`src/rtl/mips_pkg.sv`:
```
// Shared types and constants for the MEM pipeline stage.
package mips_pkg;

  localparam int unsigned XLEN               = 32;
  localparam int unsigned VAL_W              = 64;
  localparam int unsigned REG_W              = 5;
  localparam int unsigned WCNT_W             = 8;
  localparam int unsigned TIMEOUT_CYCLES_DEF = 64;

  // Write-back data source select
  localparam logic WD_SRC_ALU = 1'b0;
  localparam logic WD_SRC_MEM = 1'b1;

  typedef enum logic {
    MEM_IDLE = 1'b0,
    MEM_BUSY = 1'b1
  } mem_state_e;

  // Force an effective address onto a word boundary
  function automatic logic [XLEN-1:0] word_addr(input logic [XLEN-1:0] a);
    return {a[XLEN-1:2], 2'b00};
  endfunction

endpackage

```
`src/rtl/mem_bus_fsm.sv`:
```
// Data-bus request/ack sequencer for the MEM stage.
// Optional bus watchdog enabled by defining MEM_TIMEOUT_EN.
module mem_bus_fsm
  import mips_pkg::*;
#(
  parameter int unsigned TIMEOUT_CYCLES = TIMEOUT_CYCLES_DEF
) (
  input  logic            clk,
  input  logic            rst,
  input  logic            start_i,
  input  logic            we_i,
  input  logic [XLEN-1:0] addr_i,
  input  logic [XLEN-1:0] wdata_i,
  input  logic            dbus_ack,
  output logic            dbus_req,
  output logic            dbus_we,
  output logic [XLEN-1:0] dbus_addr,
  output logic [XLEN-1:0] dbus_wdata,
  output logic            done_c,
  output logic            err_c,
  output logic            stall_c
);

  mem_state_e      state_q, state_d;
  logic            req_q, req_d;
  logic            we_q, we_d;
  logic [XLEN-1:0] addr_q, addr_d;
  logic [XLEN-1:0] wdata_q, wdata_d;

`ifdef MEM_TIMEOUT_EN
  logic [WCNT_W-1:0] cnt_q, cnt_d;
`else
  logic unused_timeout;
  assign unused_timeout = ^WCNT_W'(TIMEOUT_CYCLES);
`endif

  assign dbus_req   = req_q;
  assign dbus_we    = we_q;
  assign dbus_addr  = addr_q;
  assign dbus_wdata = wdata_q;

  // Next-state, bus register and stall/completion decode
  always_comb begin
    state_d = state_q;
    req_d   = req_q;
    we_d    = we_q;
    addr_d  = addr_q;
    wdata_d = wdata_q;
    done_c  = 1'b0;
    err_c   = 1'b0;
    stall_c = 1'b0;
`ifdef MEM_TIMEOUT_EN
    cnt_d   = cnt_q;
`endif
    case (state_q)
      MEM_IDLE: begin
        if (start_i) begin
          stall_c = 1'b1;
          state_d = MEM_BUSY;
          req_d   = 1'b1;
          we_d    = we_i;
          addr_d  = word_addr(addr_i);
          wdata_d = wdata_i;
`ifdef MEM_TIMEOUT_EN
          cnt_d   = '0;
`endif
        end
      end
      MEM_BUSY: begin
        if (dbus_ack) begin
          done_c  = 1'b1;
          state_d = MEM_IDLE;
          req_d   = 1'b0;
        end
`ifdef MEM_TIMEOUT_EN
        else if (cnt_q == WCNT_W'(TIMEOUT_CYCLES - 1)) begin
          err_c   = 1'b1;
          state_d = MEM_IDLE;
          req_d   = 1'b0;
        end
`endif
        else begin
          stall_c = 1'b1;
`ifdef MEM_TIMEOUT_EN
          cnt_d   = cnt_q + WCNT_W'(1);
`endif
        end
      end
    endcase
  end

  // State and bus registers; reset drops any outstanding request
  always_ff @(posedge clk) begin
    if (rst) begin
      state_q <= MEM_IDLE;
      req_q   <= 1'b0;
      we_q    <= 1'b0;
      addr_q  <= '0;
      wdata_q <= '0;
`ifdef MEM_TIMEOUT_EN
      cnt_q   <= '0;
`endif
    end else begin
      state_q <= state_d;
      req_q   <= req_d;
      we_q    <= we_d;
      addr_q  <= addr_d;
      wdata_q <= wdata_d;
`ifdef MEM_TIMEOUT_EN
      cnt_q   <= cnt_d;
`endif
    end
  end

endmodule

```
`src/rtl/mem_stage.sv`:
```
// MEM pipeline stage with ME/WB register.
// Define MEM_TIMEOUT_EN to enable the data-bus watchdog and WB_BusErr.
module mem_stage
  import mips_pkg::*;
#(
  parameter int unsigned TIMEOUT_CYCLES = TIMEOUT_CYCLES_DEF
) (
  input  logic              clk,
  input  logic              rst,
  input  logic [VAL_W-1:0]  EXMEVal,
  input  logic              ME_DMWr,
  input  logic              ME_DMRd,
  input  logic              ME_RFWr,
  input  logic              ME_WD_Src,
  input  logic [XLEN-1:0]   ME_ALURes,
  input  logic [REG_W-1:0]  ME_Rd,
  input  logic [XLEN-1:0]   ME_RTVal,
  output logic              dbus_req,
  output logic              dbus_we,
  output logic [XLEN-1:0]   dbus_addr,
  output logic [XLEN-1:0]   dbus_wdata,
  input  logic              dbus_ack,
  input  logic [XLEN-1:0]   dbus_rdata,
  output logic              ME_Stall,
  output logic [VAL_W-1:0]  MEWBVal,
  output logic              WB_RFWr,
  output logic [REG_W-1:0]  WB_Rd,
  output logic [XLEN-1:0]   WB_WD,
  output logic              WB_AdrErr,
  output logic              WB_BusErr
);

  logic acc_c, misalign_c, start_c;
  logic done_c, err_c, stall_c;

  logic [VAL_W-1:0] val_q, val_d;
  logic             rfwr_q, rfwr_d;
  logic [REG_W-1:0] rd_q, rd_d;
  logic [XLEN-1:0]  wd_q, wd_d;
  logic             adrerr_q, adrerr_d;
  logic             buserr_q, buserr_d;

  assign acc_c      = ME_DMRd | ME_DMWr;
  assign misalign_c = acc_c & (ME_ALURes[1:0] != 2'b00);
  assign start_c    = acc_c & ~misalign_c;
  assign ME_Stall   = stall_c;

  // A simultaneous read+write is issued as a write
  mem_bus_fsm #(
    .TIMEOUT_CYCLES (TIMEOUT_CYCLES)
  ) u_bus_fsm (
    .clk        (clk),
    .rst        (rst),
    .start_i    (start_c),
    .we_i       (ME_DMWr),
    .addr_i     (ME_ALURes),
    .wdata_i    (ME_RTVal),
    .dbus_ack   (dbus_ack),
    .dbus_req   (dbus_req),
    .dbus_we    (dbus_we),
    .dbus_addr  (dbus_addr),
    .dbus_wdata (dbus_wdata),
    .done_c     (done_c),
    .err_c      (err_c),
    .stall_c    (stall_c)
  );

  // WB register next value: completion, timeout, bubble, misaligned or pass-through
  always_comb begin
    val_d    = EXMEVal;
    rfwr_d   = ME_RFWr;
    rd_d     = ME_Rd;
    wd_d     = ME_ALURes;
    adrerr_d = 1'b0;
    buserr_d = 1'b0;
    if (done_c) begin
      rfwr_d = ME_RFWr & ~ME_DMWr;
      wd_d   = (ME_WD_Src == WD_SRC_MEM) ? dbus_rdata : ME_ALURes;
    end else if (err_c) begin
      rfwr_d   = 1'b0;
      buserr_d = 1'b1;
    end else if (stall_c) begin
      val_d  = '0;
      rfwr_d = 1'b0;
      rd_d   = '0;
      wd_d   = '0;
    end else if (misalign_c) begin
      rfwr_d   = 1'b0;
      adrerr_d = 1'b1;
    end
  end

  // ME/WB pipeline register, loaded every cycle
  always_ff @(posedge clk) begin
    if (rst) begin
      val_q    <= '0;
      rfwr_q   <= 1'b0;
      rd_q     <= '0;
      wd_q     <= '0;
      adrerr_q <= 1'b0;
      buserr_q <= 1'b0;
    end else begin
      val_q    <= val_d;
      rfwr_q   <= rfwr_d;
      rd_q     <= rd_d;
      wd_q     <= wd_d;
      adrerr_q <= adrerr_d;
      buserr_q <= buserr_d;
    end
  end

  assign MEWBVal   = val_q;
  assign WB_RFWr   = rfwr_q;
  assign WB_Rd     = rd_q;
  assign WB_WD     = wd_q;
  assign WB_AdrErr = adrerr_q;
  assign WB_BusErr = buserr_q;

endmodule

```
`config.mk`:
```
export PLATFORM = sky130hd
export DESIGN_NAME = mem_stage
export DESIGN_NICKNAME = d
export VERILOG_FILES = /design/src/rtl/mips_pkg.sv /design/src/rtl/mem_bus_fsm.sv /design/src/rtl/mem_stage.sv
export SDC_FILE = /design/constraint.sdc
export NUM_CORES = 1
export LEC_CHECK = 0
export CAP_MARGIN = 30
export CELL_PAD_IN_SITES_DETAIL_PLACEMENT = 0
export CELL_PAD_IN_SITES_GLOBAL_PLACEMENT = 1
export CORE_MARGIN = 2
export CORE_UTILIZATION = 30
export DETAILED_ROUTE_END_ITERATION = 8
export GPL_TIMING_DRIVEN = 0
export PLACE_DENSITY = 0.86
export SLEW_MARGIN = 5
export SYNTH_ARGS = -nofsm -noshare
export SYNTH_HDL_FRONTEND = slang
export SYNTH_SLANG_ARGS = --single-unit
```
`constraint.sdc`:
```
create_clock -name clk -period 2.45 [get_ports clk]
set_input_delay 0.49 -clock clk [delete_from_list [all_inputs] [get_ports clk]]
set_output_delay 0.49 -clock clk [all_outputs]
set_load 0.02 [all_outputs]
```
==> results.sh <==
export IMPL_status="finished, final reports clean"
export IMPL_antenna_found_initial=1
export IMPL_synth_top_cells_by_area="dfxtp_1 (53%), o31ai_1 (7.4%), and2_1 (6.9%)"
export IMPL_num_nets_final=1189
export IMPL_grt_setup_unrepaired="no"
export IMPL_max_slew_worst_pin_slew_ns=0.693
export IMPL_cpMaxStageDelayCell="clkdlybuf4s50_1"
export IMPL_port_buffer_count=338
export IMPL_ys_seq_area_share_pct=53.3
export IMPL_drive_gt1_share_pct=6.80
export IMPL_fillerInstances=2006
export IMPL_grt_max_degree=19
export IMPL_max_freq_ghz=0.427
export IMPL_dieArea_um2=22200
export IMPL_die_h_um=149
export IMPL_start_kind="input pin"
export IMPL_setup_viol=0
export IMPL_via_per_inst=4.89
export IMPL_num_io_pins=343
export IMPL_clk_latency_ns=0.42
export IMPL_htreeDepth=4
export IMPL_slowest_delay_ns=0.42
export IMPL_dpl_hpwl_mm=18.2
export IMPL_path_buf_inv=3
export IMPL_clockBufferDepth=2
export IMPL_synth_edf_count=0
export IMPL_cts_tree="done"
export IMPL_start_util_pct=30.3
export IMPL_ys_seq_elements=168
export IMPL_slew_limit_headroom_pct=53.8
export IMPL_timing_final_crit_period_ns=2.34
export IMPL_fin_tns_setup_ns=0
export IMPL_core_um2=20800
export IMPL_maxCapViolCount=0
export IMPL_fin_crit_sh_pct=95.5
export IMPL_globalRouteOverflowTotal=0
export IMPL_syn_area_per_cell_um2=9.58
export IMPL_cts_clk_slew_worst_paths_ns=0.07
export IMPL_grt_pass1_vias=6016
export IMPL_cts_hold_fix_buffers=0
export IMPL_ys_warn_count=0
export IMPL_placedCellCount=1274
export IMPL_synthArstFlopShare_pct=0
export IMPL_drv_slew=0
export IMPL_routedWlPerCell_um=18.7
export IMPL_remaining_drc_errors=0
export IMPL_wirelength_mm=24.4
export IMPL_vias=6383
export IMPL_grt_pass1_wl_mm=35.5
export IMPL_skew_ns=0.00972
export IMPL_globalRouteTotalUtil_pct=21.0
export IMPL_instances_no_fill=1306
export IMPL_cp_max_fo=9
export IMPL_endpoint_kind="primary output"
export IMPL_synthToLayoutAreaGrowth_pct=68.6
export IMPL_cpLargestDelayFamily="buffers and inverters"
export IMPL_required_ns=1.96
export IMPL_globalplace_congestion=0.789
export IMPL_synth_top_area_share_pct=53.3
export IMPL_rows=53
export IMPL_p_leak_nw=3.75
export IMPL_clock_sinks=168
export IMPL_powerDensity_nw_per_um2=647
export IMPL_synth_ff_type="dfxtp_1"
export IMPL_hp_class="flip-flop to flip-flop"
export IMPL_ir_worst_vdd_uv=414
export IMPL_syn_area_um2=6310
export IMPL_yosysTopAreaCell="dfxtp_1"
export IMPL_path_cells="clkdlybuf4s50_1 -> or2_2 -> buf_2 -> nand3_1 -> nand2_1 -> clkdlybuf4s15_2"
export IMPL_path_class="input pin to primary output"
export IMPL_netlist_instances=659
export IMPL_die_w_um=149
export IMPL_synth_cell_types=31
export IMPL_first_iter_violations=481
export IMPL_dr_pass1_iters=5
export IMPL_hold_viol_final=0
export IMPL_cp_arrival_ns=1.85
export IMPL_cts_buffers=17
export IMPL_ant_nets=0
export IMPL_root_buffer="clkbuf_16"
[layer usage]
metal  GRT usage, %  up-vias  share of wire, %
met3           5.66       11               7.3
met1           28.2     2996                45
li1               -     3134                 -
met5              0        -                 0
met4           4.86        0              0.75
met2           33.6      242                47
[power breakdown]
part | internal [mW] | leakage (nW) | switching, mW
clock | 1.36 | 0.277 | 1.30
sequential | 2.88 | 1.38 | 0.0565
combinational | 0.654 | 2.09 | 0.626
total | 4.90 | 3.75 | 1.98
[area by class of cell]
cell class              instances  area [um^2]  share of cell area (%)
multi-input cells             407         2550                    23.9
flip-flops and latches        168         3360                    31.6
plain buffers                  83          414                    3.89
diodes                          1         2.50                  0.0235
clock buffers                  18          429                    4.03
clock inverters                14          153                    1.43
well taps                     275          344                    3.23
repair buffers                338         3380                    31.8
inverters                       2         8.76                  0.0823
[sequential cells by signal, summed over array words and instances (netlist names)]
name                  count
MEWBVal                  64
WB_AdrErr                 1
WB_RFWr                   1
WB_Rd                     5
WB_WD                    32
u_bus_fsm.dbus_addr      30
u_bus_fsm.dbus_req        1
u_bus_fsm.dbus_wdata     32
u_bus_fsm.dbus_we         1
u_bus_fsm.state_q         1
[cell families after synthesis]
kind of cell	after synthesis	synth area share, %
buf+inv	86	6.58
simple gates	210	19.9
other cells	1	0.0594
compound gates	194	20.2
flops	168	53.3
[what timing repair did]
item	CTS	global route
gates resized for setup	9	3
buffers inserted	0	0
pin swaps	0	0
setup endpoints to repair	1	1
cloned	0	0
[cell usage after synthesis (all sizes together), types with 2 or more instances]
cell / number
a31o: 2
nand2: 32
a31oi: 30
o311a: 2
buf: 36
clkbuf: 48
nand4: 63
and2: 70
a21oi: 65
nand3b: 30
o31ai: 62
nand2b: 4
dfxtp: 168
nor2: 3
o211ai: 30
or2: 2
nand3: 3
[through the flow]
stage	setup WS (ns)	cell area [um^2]	hold WS (ns)	power (mW)	util (%)
4_1_cts	0.0423	10600	0.471	6.94	51.1
3_5_place_dp	-0.480	10000	0.458	4.28	48.3
6_report	0.110	10600	0.472	6.89	51.1
2_1_floorplan	0.813	6320	0.533	3.54	-
5_1_grt	0.0125	10600	0.485	7.14	51.1
3_3_place_gp	-0.474	10000	0.448	4.28	48.3
[final timing paths]
path / startpoint / endpoint / cells past startpoint / slack, ns
worst max-delay path: ME_DMRd / ME_Stall / 6 / 0.11
worst min register to register: u_bus_fsm.dbus_wdata[21]$_SDFFE_PP0P_ / u_bus_fsm.dbus_wdata[21]$_SDFFE_PP0P_ / 2 / 0.47
worst max register to register: u_bus_fsm.state_q$_SDFF_PP0_ / u_bus_fsm.dbus_wdata[24]$_SDFFE_PP0P_ / 6 / 0.80
worst min-delay path: u_bus_fsm.dbus_wdata[21]$_SDFFE_PP0P_ / u_bus_fsm.dbus_wdata[21]$_SDFFE_PP0P_ / 2 / 0.47
[cells in the final DEF (no fill, tap or decap), types with 2 or more instances in the layout]
cell type        instances
clkdlybuf4s50_1        336
dfxtp_1                168
and2_1                  70
a21oi_1                 65
nand4_1                 63
o31ai_1                 62
clkbuf_1                49
nand2_1                 32
o211ai_1                30
nand3b_1                30
a31oi_1                 30
buf_2                   19
clkbuf_16               17
buf_6                    8
buf_4                    4
nand2b_1                 4
inv_8                    4
nand3_1                  3
buf_1                    3
conb_1                   3
clkinv_4                 3
clkinv_8                 3
nor2_1                   2
a31o_2                   2
inv_6                    2
clkinvlp_4               2
[worst reg2reg max path, cell delays in order (launching register included)]
cell and delay [ns]:
dfxtp_1 0.30, clkbuf_4 0.16, clkinv_2 0.10, buf_4 0.27, clkbuf_1 0.43, nand4_1 0.17
a21oi_1 0.16
Note: power is estimated with default switching activity, not from simulation.
